[src/rtl/mem_stage.sv]
// mem_stage: memory-access stage of the 5-stage LoongArch pipeline.
// Holds one instruction between EXE and WB. It picks the writeback value,
// either BRAM load data or the ALU result. BRAM read data is captured in the
// instruction's first MEM cycle so that a WB stall cannot lose it. The stage
// also exports hazard and forwarding information to ID.
module mem_stage #(
  parameter int EXE_TO_MEM_BUS_WIDTH = 71,
  parameter int MEM_TO_WB_BUS_WIDTH  = 70
) (
  input  logic                            clk,
  input  logic                            reset,
  input  logic [EXE_TO_MEM_BUS_WIDTH-1:0] exe_to_mem_bus,
  input  logic                            exe_to_mem_valid,
  output logic                            mem_allow_in,
  input  logic                            wb_allow_in,
  output logic                            mem_to_wb_valid,
  output logic [MEM_TO_WB_BUS_WIDTH-1:0]  mem_to_wb_bus,
  input  logic [31:0]                     data_sram_rdata,
  output logic                            mem_valid,
  output logic                            mem_gr_we,
  output logic [4:0]                      mem_dest,
  output logic [31:0]                     mem_fwd_data
);

  logic                            mem_valid_r;
  logic [EXE_TO_MEM_BUS_WIDTH-1:0] payload_r;
  logic                            rdata_held_r;
  logic [31:0]                     rdata_buf_r;

  logic                            mem_ready_go_s;
  logic                            accept_s;
  logic [31:0]                     alu_result_s;
  logic                            res_from_mem_s;
  logic                            gr_we_s;
  logic [4:0]                      dest_s;
  logic [31:0]                     pc_s;
  logic [31:0]                     load_data_s;
  logic [31:0]                     final_result_s;

  // Memory access is single-cycle, so the stage is always ready to leave.
  assign mem_ready_go_s  = 1'b1;
  assign mem_to_wb_valid = mem_valid_r & mem_ready_go_s;
  assign mem_allow_in    = ~mem_valid_r | (mem_ready_go_s & wb_allow_in);
  assign accept_s        = exe_to_mem_valid & mem_allow_in;
  assign mem_valid       = mem_valid_r;

  // Unpack the held payload: {alu_result, res_from_mem, gr_we, dest, pc}.
  assign alu_result_s   = payload_r[70:39];
  assign res_from_mem_s = payload_r[38];
  assign gr_we_s        = payload_r[37];
  assign dest_s         = payload_r[36:32];
  assign pc_s           = payload_r[31:0];

  // Stage valid bit: it advances whenever the stage can take a new slot.
  always_ff @(posedge clk) begin
    if (reset) begin
      mem_valid_r <= 1'b0;
    end else if (mem_allow_in) begin
      mem_valid_r <= exe_to_mem_valid;
    end else begin
      mem_valid_r <= mem_valid_r;
    end
  end

  // Payload register: it loads only on a real acceptance and holds through bubbles.
  always_ff @(posedge clk) begin
    if (reset) begin
      payload_r <= {EXE_TO_MEM_BUS_WIDTH{1'b0}};
    end else if (accept_s) begin
      payload_r <= exe_to_mem_bus;
    end else begin
      payload_r <= payload_r;
    end
  end

  // First-cycle capture of BRAM read data. Later BRAM output belongs to the
  // next EXE request and must not leak into an instruction stalled here.
  always_ff @(posedge clk) begin
    if (reset) begin
      rdata_held_r <= 1'b0;
      rdata_buf_r  <= 32'h0000_0000;
    end else if (accept_s) begin
      rdata_held_r <= 1'b0;
      rdata_buf_r  <= rdata_buf_r;
    end else if (mem_valid_r && !rdata_held_r) begin
      rdata_held_r <= 1'b1;
      rdata_buf_r  <= data_sram_rdata;
    end else begin
      rdata_held_r <= rdata_held_r;
      rdata_buf_r  <= rdata_buf_r;
    end
  end

  // Writeback value select: the captured load data once held, the live BRAM data before that.
  always_comb begin
    load_data_s    = data_sram_rdata;
    final_result_s = alu_result_s;
    if (rdata_held_r) begin
      load_data_s = rdata_buf_r;
    end else begin
      load_data_s = data_sram_rdata;
    end
    if (res_from_mem_s) begin
      final_result_s = load_data_s;
    end else begin
      final_result_s = alu_result_s;
    end
  end

  assign mem_to_wb_bus = {final_result_s, gr_we_s, dest_s, pc_s};
  assign mem_fwd_data  = final_result_s;
  assign mem_gr_we     = gr_we_s;
  assign mem_dest      = dest_s;

endmodule

[config.mk]
export PLATFORM = sky130hd
export DESIGN_NAME = mem_stage
export DESIGN_NICKNAME = d
export VERILOG_FILES = /design/src/rtl/mem_stage.sv
export SDC_FILE = /design/constraint.sdc
export NUM_CORES = 1
export LEC_CHECK = 0
export ABC_AREA = 1
export BUFFER_PORTS_ARGS = -buffer_cell sky130_fd_sc_hd__buf_2
export CAP_MARGIN = 20
export CORE_MARGIN = 10
export CORE_UTILIZATION = 29
export CTS_BUF_LIST = sky130_fd_sc_hd__clkbuf_4
export CTS_CLUSTER_SIZE = 16
export DETAILED_ROUTE_END_ITERATION = 10
export GPL_TIMING_DRIVEN = 1
export PLACE_DENSITY = 0.65
export SLEW_MARGIN = 10
export SYNTH_ARGS = -nofsm -noshare
export SYNTH_HDL_FRONTEND = slang
export SYNTH_SLANG_ARGS = --single-unit
[constraint.sdc]
create_clock -name clk -period 3.4 [get_ports clk]
set_input_delay 0.34 -clock clk [delete_from_list [all_inputs] [get_ports clk]]
set_output_delay 0.34 -clock clk [all_outputs]
set_load 0.02 [all_outputs]
==> run_results.csv, run 1 <==
group,metric,value,unit
worst_setup_path,reg2reg_depth,5,
clocking,insertion_delay,0.48,ns
global_routing,grt-ovfl-total,0,
synth,avgSynthCellArea,7.02,sq um
pwr,power_frac_clock,26.0,%
synth,synth.mux.area_fraction,0,%
worst_setup_path,critPathSlowestCell,"dfxtp_2",
worst_setup_path,rr_startpoint,"rdata_held_r$_SDFFE_PP0P_",
synth,netlist.area_leader.share,40.2,%
status,status,"completed",
route,first_pass_iters,4,
timing,tightest_slew,0.980,ns
global_routing,grt_pass1_wl,24.1,mm
synth,synth-simple-area-share,22.9,%
clocking,cts_tree,"done",
timing,tns,0,ns
synth,synthesis.area,5230,sq um
clocking,numCtsBuffers,9,
final_layout,areaGrowthSynthToFinish,14.5,%
timing,finalCritPeriodShare,77.0,%
floorplan,dieArea,23800,sq um
placement,numPortBuffers,217,
floorplan,start_util,29.3,%
synth,synth-compound-area-share,17.7,%
global_routing,antenna_found_initial,3,
synth,synth_edf_count,0,
floorplan,die_w,154,um
synth,synthesis.nets,852,
final_layout,final_core_util,33.5,%
timing,timing.slew.headroom,34.7,%
synth,ys_top_cells_by_area,"dfxtp_1 40%, nor2_1 15%, buf_4 13%, a21oi_1 6.2%, o21ai_0 5.4%",
final_layout,nFillCells,1979,
route,route.detailed.drc,0,
min_path,hp-start,"reset",
final_layout,finalNetCount,956,
route,antenna_left,0,
worst_setup_path,endpoint_kind,"output port",
synth,synth_flop_cell,"dfxtp_1",
run,maxCapViolCount,0,
synth,synthAdderAreaFrac,0,%
synth,yosys_register_bits,105,
worst_setup_path,crit_fanout,46,
route,avgViaCountPerCell,4.41,
synth,yosysSeqAreaShare,40.2,%
pwr,switching_share,34.1,%
clocking,htreeDepth,3,
floorplan,core_area,17800,sq um
pwr,total_leakage_power,2.90,nW
timing,finalSetupViolations,0,
route,vias,4788,
worst_setup_path,critical_path.cell_chain,"buf_4 -> nor2_1 -> a21oi_1 -> buf_2",
pwr,p_seq_share,48.6,%
min_path,worstHoldEndpoint,"mem_to_wb_valid$_SDFFE_PP0P_",
worst_setup_path,critical_path_required,3.06,ns
worst_setup_path,r2r_setup_slack,1.37,ns
floorplan,die_h,154,um
synth,yosysTopAreaCell,"dfxtp_1",
floorplan,num_rows,49,
synth,synth_xor_area_share,0,%
final_layout,layoutNonFillerInstCount,1085,
clocking,clockRootBuffer,"clkbuf_4",
timing,finalCriticalPeriod,2.62,ns
placement,place_inst,1067,
timing,slew_viol_final,0,
clocking,cts_resized,0,
synth,synth_top_family_by_area,"simple AND/OR/NAND/NOR gates",
timing,hold_violations,0,
min_path,hold_depth,2,
synth,syn_inst,745,
worst_setup_path,slowest_delay,1.01,ns
global_routing,grt_use_total,12.3,%
clocking,clk_pin_slew,0.17,ns
synth,synth_cell_types,18,
worst_setup_path,critical_path_arrival,2.28,ns
worst_setup_path,critPathLaunchType,"register",
clocking,cts_setup_buffers,0,
pwr,internal_power,0.00189,W
pwr,power.switching,0.000978,W
route,routed_wl,15.2,mm
global_routing,grt_max_degree,73,
route,wire_per_inst,14.0,um
placement,dp_hpwl,10.6,mm
global_routing,grt_pass1_vias,4627,
min_path,hold_class,"in -> reg",
clocking,cts.sinks,105,
final_layout,drive_above_1_share,28.7,%
placement,gp_congestion,0.777,
timing,fmax,0.382,GHz
route,drt_iter0_drc,179,
pwr,p_per_area,479,nW/um^2
timing,finClkSkew,0.0211,ns
synth,synth-async-reset-ratio,0,%
timing,grt_setup_unrepaired,"false",
worst_setup_path,worstSetupPathType,"reg -> out",
clocking,clockBufferDepth,2,
synth,yosys_warnings,0,
floorplan,io-pin-count,218,
worst_setup_path,r2r_end,"rdata_buf_r[2]$_SDFFE_PP0P_",
pwr,combPwrFrac,25.4,%
clocking,hold_buffers,0,
pwr,ir_drop,0.204,mV
[worst max-delay path, delay by kind of cell, from the launching register on]
family | cells | cell delay [ns]
buffers and inverters | 2 | 0.57
AND/OR/NAND/NOR | 1 | 0.07
AO/OA/AOI/OAI | 1 | 0.16
flip-flops | 1 | 1.01
[per-stage QoR]
step / total power, W / hold slack, ns / setup WS (ns) / area [sq um]
2_1_floorplan: 0.00201 / 0.409 / 1.62 / 5230
3_3_place_gp: 0.00215 / 0.457 / 1.31 / 5810
3_5_place_dp: 0.00216 / 0.468 / 1.26 / 5810
4_1_cts: 0.00293 / 0.0144 / 0.669 / 5980
5_1_grt: 0.00305 / 0.0292 / 0.532 / 5980
6_report: 0.00287 / 0.0621 / 0.782 / 5980
[power by group through the flow]
stage          clock, W  sequential (W)  combinational [W]
6_report       0.000746         0.00139           0.000728
5_1_grt        0.000835         0.00141           0.000813
4_1_cts        0.000791         0.00139           0.000743
3_5_place_dp          0         0.00142           0.000743
3_3_place_gp          0         0.00142           0.000737
2_1_floorplan         0         0.00139           0.000623
[cells in the final DEF, fill, tap and decap left out, types with 2 or more instances in the layout]
| master | n |
|---|---|
| a21oi_1 | 65 |
| buf_12 | 2 |
| buf_2 | 217 |
| buf_4 | 3 |
| bufinv_16 | 2 |
| clkbuf_4 | 10 |
| clkinvlp_4 | 3 |
| dfxtp_1 | 103 |
| dfxtp_2 | 2 |
| diode_2 | 2 |
| inv_1 | 34 |
| inv_6 | 2 |
| nand2_1 | 64 |
| nand3_1 | 32 |
| nor2_1 | 207 |
| o21a_1 | 32 |
| o21ai_0 | 56 |
| o21ai_1 | 16 |
[cell usage after synthesis, types with 5 or more instances]
cell type	number
nand3_1	32
buf_1	5
a21oi_1	65
buf_4	91
nand2_1	65
dfxtp_1	105
o21ai_0	56
o21ai_1	16
buf_2	21
inv_1	34
nor2_1	207
o21a_1	32
clkbuf_1	11
[routing by layer]
metal | global-route usage [%] | part of all wire (%) | up-vias | wire, um
met4 | 4.00 | 1.2 | 2 | 190
met1 | 14.3 | 45 | 2106 | 6780
met5 | 0 | 0.092 | - | 14
met2 | 19.3 | 43 | 166 | 6570
li1 | - | - | 2502 | -
met3 | 6.02 | 11 | 12 | 1660
[kinds of logic after synthesis]
family / Yosys count
flip-flops: 105
buffers and inverters: 165
AO/OA/AOI/OAI: 169
AND/OR/NAND/NOR: 306
[worst max path at each step]
stage,from,to,cells past startpoint
4_1_cts,payload_r[38]$_SDFFE_PP0P_,mem_to_wb_bus[51],4
3_3_place_gp,payload_r[38]$_SDFFE_PP0P_,mem_to_wb_bus[52],4
6_report,payload_r[38]$_SDFFE_PP0P_,mem_to_wb_bus[51],4
2_1_floorplan,rdata_held_r$_SDFFE_PP0P_,mem_to_wb_bus[51],5
3_5_place_dp,payload_r[38]$_SDFFE_PP0P_,mem_to_wb_bus[51],4
5_1_grt,payload_r[38]$_SDFFE_PP0P_,mem_to_wb_bus[53],4
[area by class of cell]
class                      count  area (sq um)  area share [%]
inverter                      36           140            2.34
clock buffer                  10          75.1            1.25
clock inverter                 6          91.3            1.53
timing repair buffer         222          1150            19.2
tap                          229           287            4.79
sequential                   105          2100            35.2
antenna                        2          5.00          0.0836
multi-input combinational    475          2130            35.6
[flip-flops by register name, indices dropped and copies added, names as in the netlist]
register and count:
rdata_buf_r 32, payload_r 71, mem_to_wb_valid 1, rdata_held_r 1
(Power assumes the default switching activity.)
==> run 2: changes to the inputs <==
Settings changed: PLACE_DENSITY 0.65 to 0.67.
Clock period 3.4 ns to 2.4 ns, I/O delays scaled along.
==> run 2 against run 1 <==
Critical path depth did not move. Largest cell class unchanged. Non-clock buffer count rose by 70. Via count rose by 6.3%. Clock-buffer cell count rose by 2. Cell area rose by 11%. Cell count rose by 6.4%. Largest power group unchanged. Sequential share of layout area fell by 3.5 points. Power rose by 42%. Register-to-register slack got worse by 0.52 ns.
==> run_results.csv, run 2 (same netlist as run 1, synthesis figures left out) <==
group,metric,value,unit
status,status,"completed",
timing,grt_setup_unrepaired,"false",
min_path,hp-start,"exe_to_mem_bus[41]",
timing,setup_slack,0.289,ns
worst_setup_path,rr_startpoint,"rdata_held_r$_SDFFE_PP0P_",
clocking,clk_pin_slew,0.15,ns
final_layout,finalNetCount,1026,
floorplan,core_area,17800,sq um
floorplan,start_util,29.3,%
final_layout,reg.largest.list,"payload_r x71, rdata_buf_r x32",
min_path,hold_depth,3,
placement,dp_hpwl,11.2,mm
global_routing,grt_pass1_vias,5108,
route,vias,5088,
global_routing,grt_pass1_wl,26.5,mm
timing,hold_violations,0,
route,drt_iter0_drc,194,
route,route.detailed.drc,0,
placement,numPortBuffers,217,
final_layout,layout.cells.most_common_list,"217 x buf_2, 207 x nor2_1, 103 x dfxtp_1",
global_routing,antenna_found_initial,1,
worst_setup_path,worstSetupPathType,"reg -> out",
min_path,worstHoldEndpoint,"payload_r[41]$_SDFFE_PP0P_",
timing,tightest_slew,0.578,ns
global_routing,grt_max_degree,83,
global_routing,grt_use_total,13.4,%
timing,finalCritPeriodShare,88.0,%
worst_setup_path,r2r_setup_slack,0.85,ns
timing,finClkSkew,0.0214,ns
final_layout,final_common_cell,"buf_2",
pwr,total_leakage_power,3.20,nW
route,wire_per_inst,14.3,um
clocking,htreeDepth,3,
floorplan,die_w,154,um
clocking,insertion_delay,0.47,ns
floorplan,num_rows,49,
floorplan,io-pin-count,218,
pwr,p_per_area,608,nW/um^2
min_path,hold_class,"in -> reg",
timing,tns,0,ns
worst_setup_path,critical_path_arrival,1.87,ns
timing,finalSetupViolations,0,
global_routing,grt-ovfl-total,0,
route,antenna_left,0,
timing,slew_viol_final,0,
route,first_pass_iters,4,
final_layout,drive_above_1_share,27.0,%
clocking,clockBufferDepth,2,
clocking,cts.sinks,105,
clocking,cts_tree,"done",
final_layout,regMostFlops,"payload_r",
worst_setup_path,critPathLaunchType,"register",
floorplan,die_h,154,um
final_layout,areaGrowthSynthToFinish,27.6,%
clocking,clockRootBuffer,"clkbuf_4",
worst_setup_path,reg2reg_depth,5,
timing,timing.slew.headroom,61.5,%
worst_setup_path,critical_path_required,2.16,ns
pwr,internal_power,0.00266,W
route,avgViaCountPerCell,4.41,
worst_setup_path,endpoint_kind,"output port",
pwr,power_frac_clock,23.2,%
placement,place_ws,0.564,ns
pwr,p_seq_share,48.4,%
route,routed_wl,16.5,mm
pwr,power.switching,0.00139,W
floorplan,dieArea,23800,sq um
pwr,ir_drop,0.310,mV
worst_setup_path,r2r_end,"rdata_buf_r[14]$_SDFFE_PP0P_",
worst_setup_path,crit_fanout,23,
placement,gp_congestion,0.784,
timing,finalCriticalPeriod,2.11,ns
pwr,combPwrFrac,28.3,%
pwr,switching_share,34.3,%
timing,fmax,0.474,GHz
final_layout,largest_reg_flops,71,
run,maxCapViolCount,0,
clocking,numCtsBuffers,9,
-- run 2: layout make-up --
cell class | count | area (sq um)
Inverter | 36 | 140
Tap cell | 229 | 287
Clock buffer | 12 | 90.1
Fill cell | 1903 | 11200
Sequential cell | 105 | 2110
Antenna cell | 2 | 5.00
Timing Repair Buffer | 292 | 1860
Clock inverter | 3 | 42.5
Multi-Input combinational cell | 475 | 2130
-- run 2: repair_timing --
item | 4_1_cts | 5_1_grt
endpoints found under the hold margin | 65 | 0
buffers inserted | 0 | 0
hold buffers | 65 | 0
gates cloned | 0 | 0
endpoints found under the setup margin | 20 | 11
resized for setup | 1 | 1
-- run 2: worst max-delay path, cell delays in order, from the launching register on --
cell and delay (ns):
dfxtp_4 0.55, buf_4 0.31, nor2_1 0.06, a21oi_1 0.25, buf_2 0.23
-- run 2: through the flow --
| step | util (%) | hold WS [ns] | total power (W) | area (sq um) | cells |
|---|---|---|---|---|---|
| floorplan | - | 0.309 | 0.00285 | 5230 | 745 |
| global placement | 32.9 | 0.456 | 0.00307 | 5870 | 1072 |
| detailed placement | 32.9 | 0.466 | 0.00308 | 5870 | 1072 |
| CTS | 37.3 | 0.00167 | 0.00412 | 6660 | 1152 |
| global route | 37.4 | 0.0183 | 0.00431 | 6670 | 1154 |
| finish | 37.4 | 0.0512 | 0.00406 | 6670 | 1154 |
-- run 2: worst max path at each step --
stage,depth (start not counted),slack (ns),to,from
CTS,4,0.10,mem_fwd_data[25],payload_r[38]$_SDFFE_PP0P_
detailed placement,4,0.56,mem_to_wb_bus[59],rdata_held_r$_SDFFE_PP0P_
floorplan,5,0.72,mem_to_wb_bus[51],rdata_held_r$_SDFFE_PP0P_
global placement,4,0.60,mem_fwd_data[21],rdata_held_r$_SDFFE_PP0P_
finish,4,0.29,mem_fwd_data[26],payload_r[38]$_SDFFE_PP0P_
global route,4,0.12,mem_to_wb_bus[51],rdata_held_r$_SDFFE_PP0P_
-- run 2: routing by layer --
metal / wire (um) / share of wire (%) / GRT usage (%) / vias up
met1: 7080 / 43 / 15.6 / 2267
met2: 7600 / 46 / 22.1 / 172
met4: 191 / 1.2 / 4.23 / 0
met3: 1600 / 9.7 / 5.55 / 10
li1: - / - / - / 2639
met5: 0 / 0 / 0 / -
-- run 2: power groups by stage --
stage	Combinational [W]	Sequential, W	Clock [W]
floorplan	0.000883	0.00197	0
global placement	0.00107	0.00200	0
detailed placement	0.00108	0.00200	0
CTS	0.00116	0.00196	0.000998
global route	0.00128	0.00198	0.00105
finish	0.00115	0.00196	0.000943
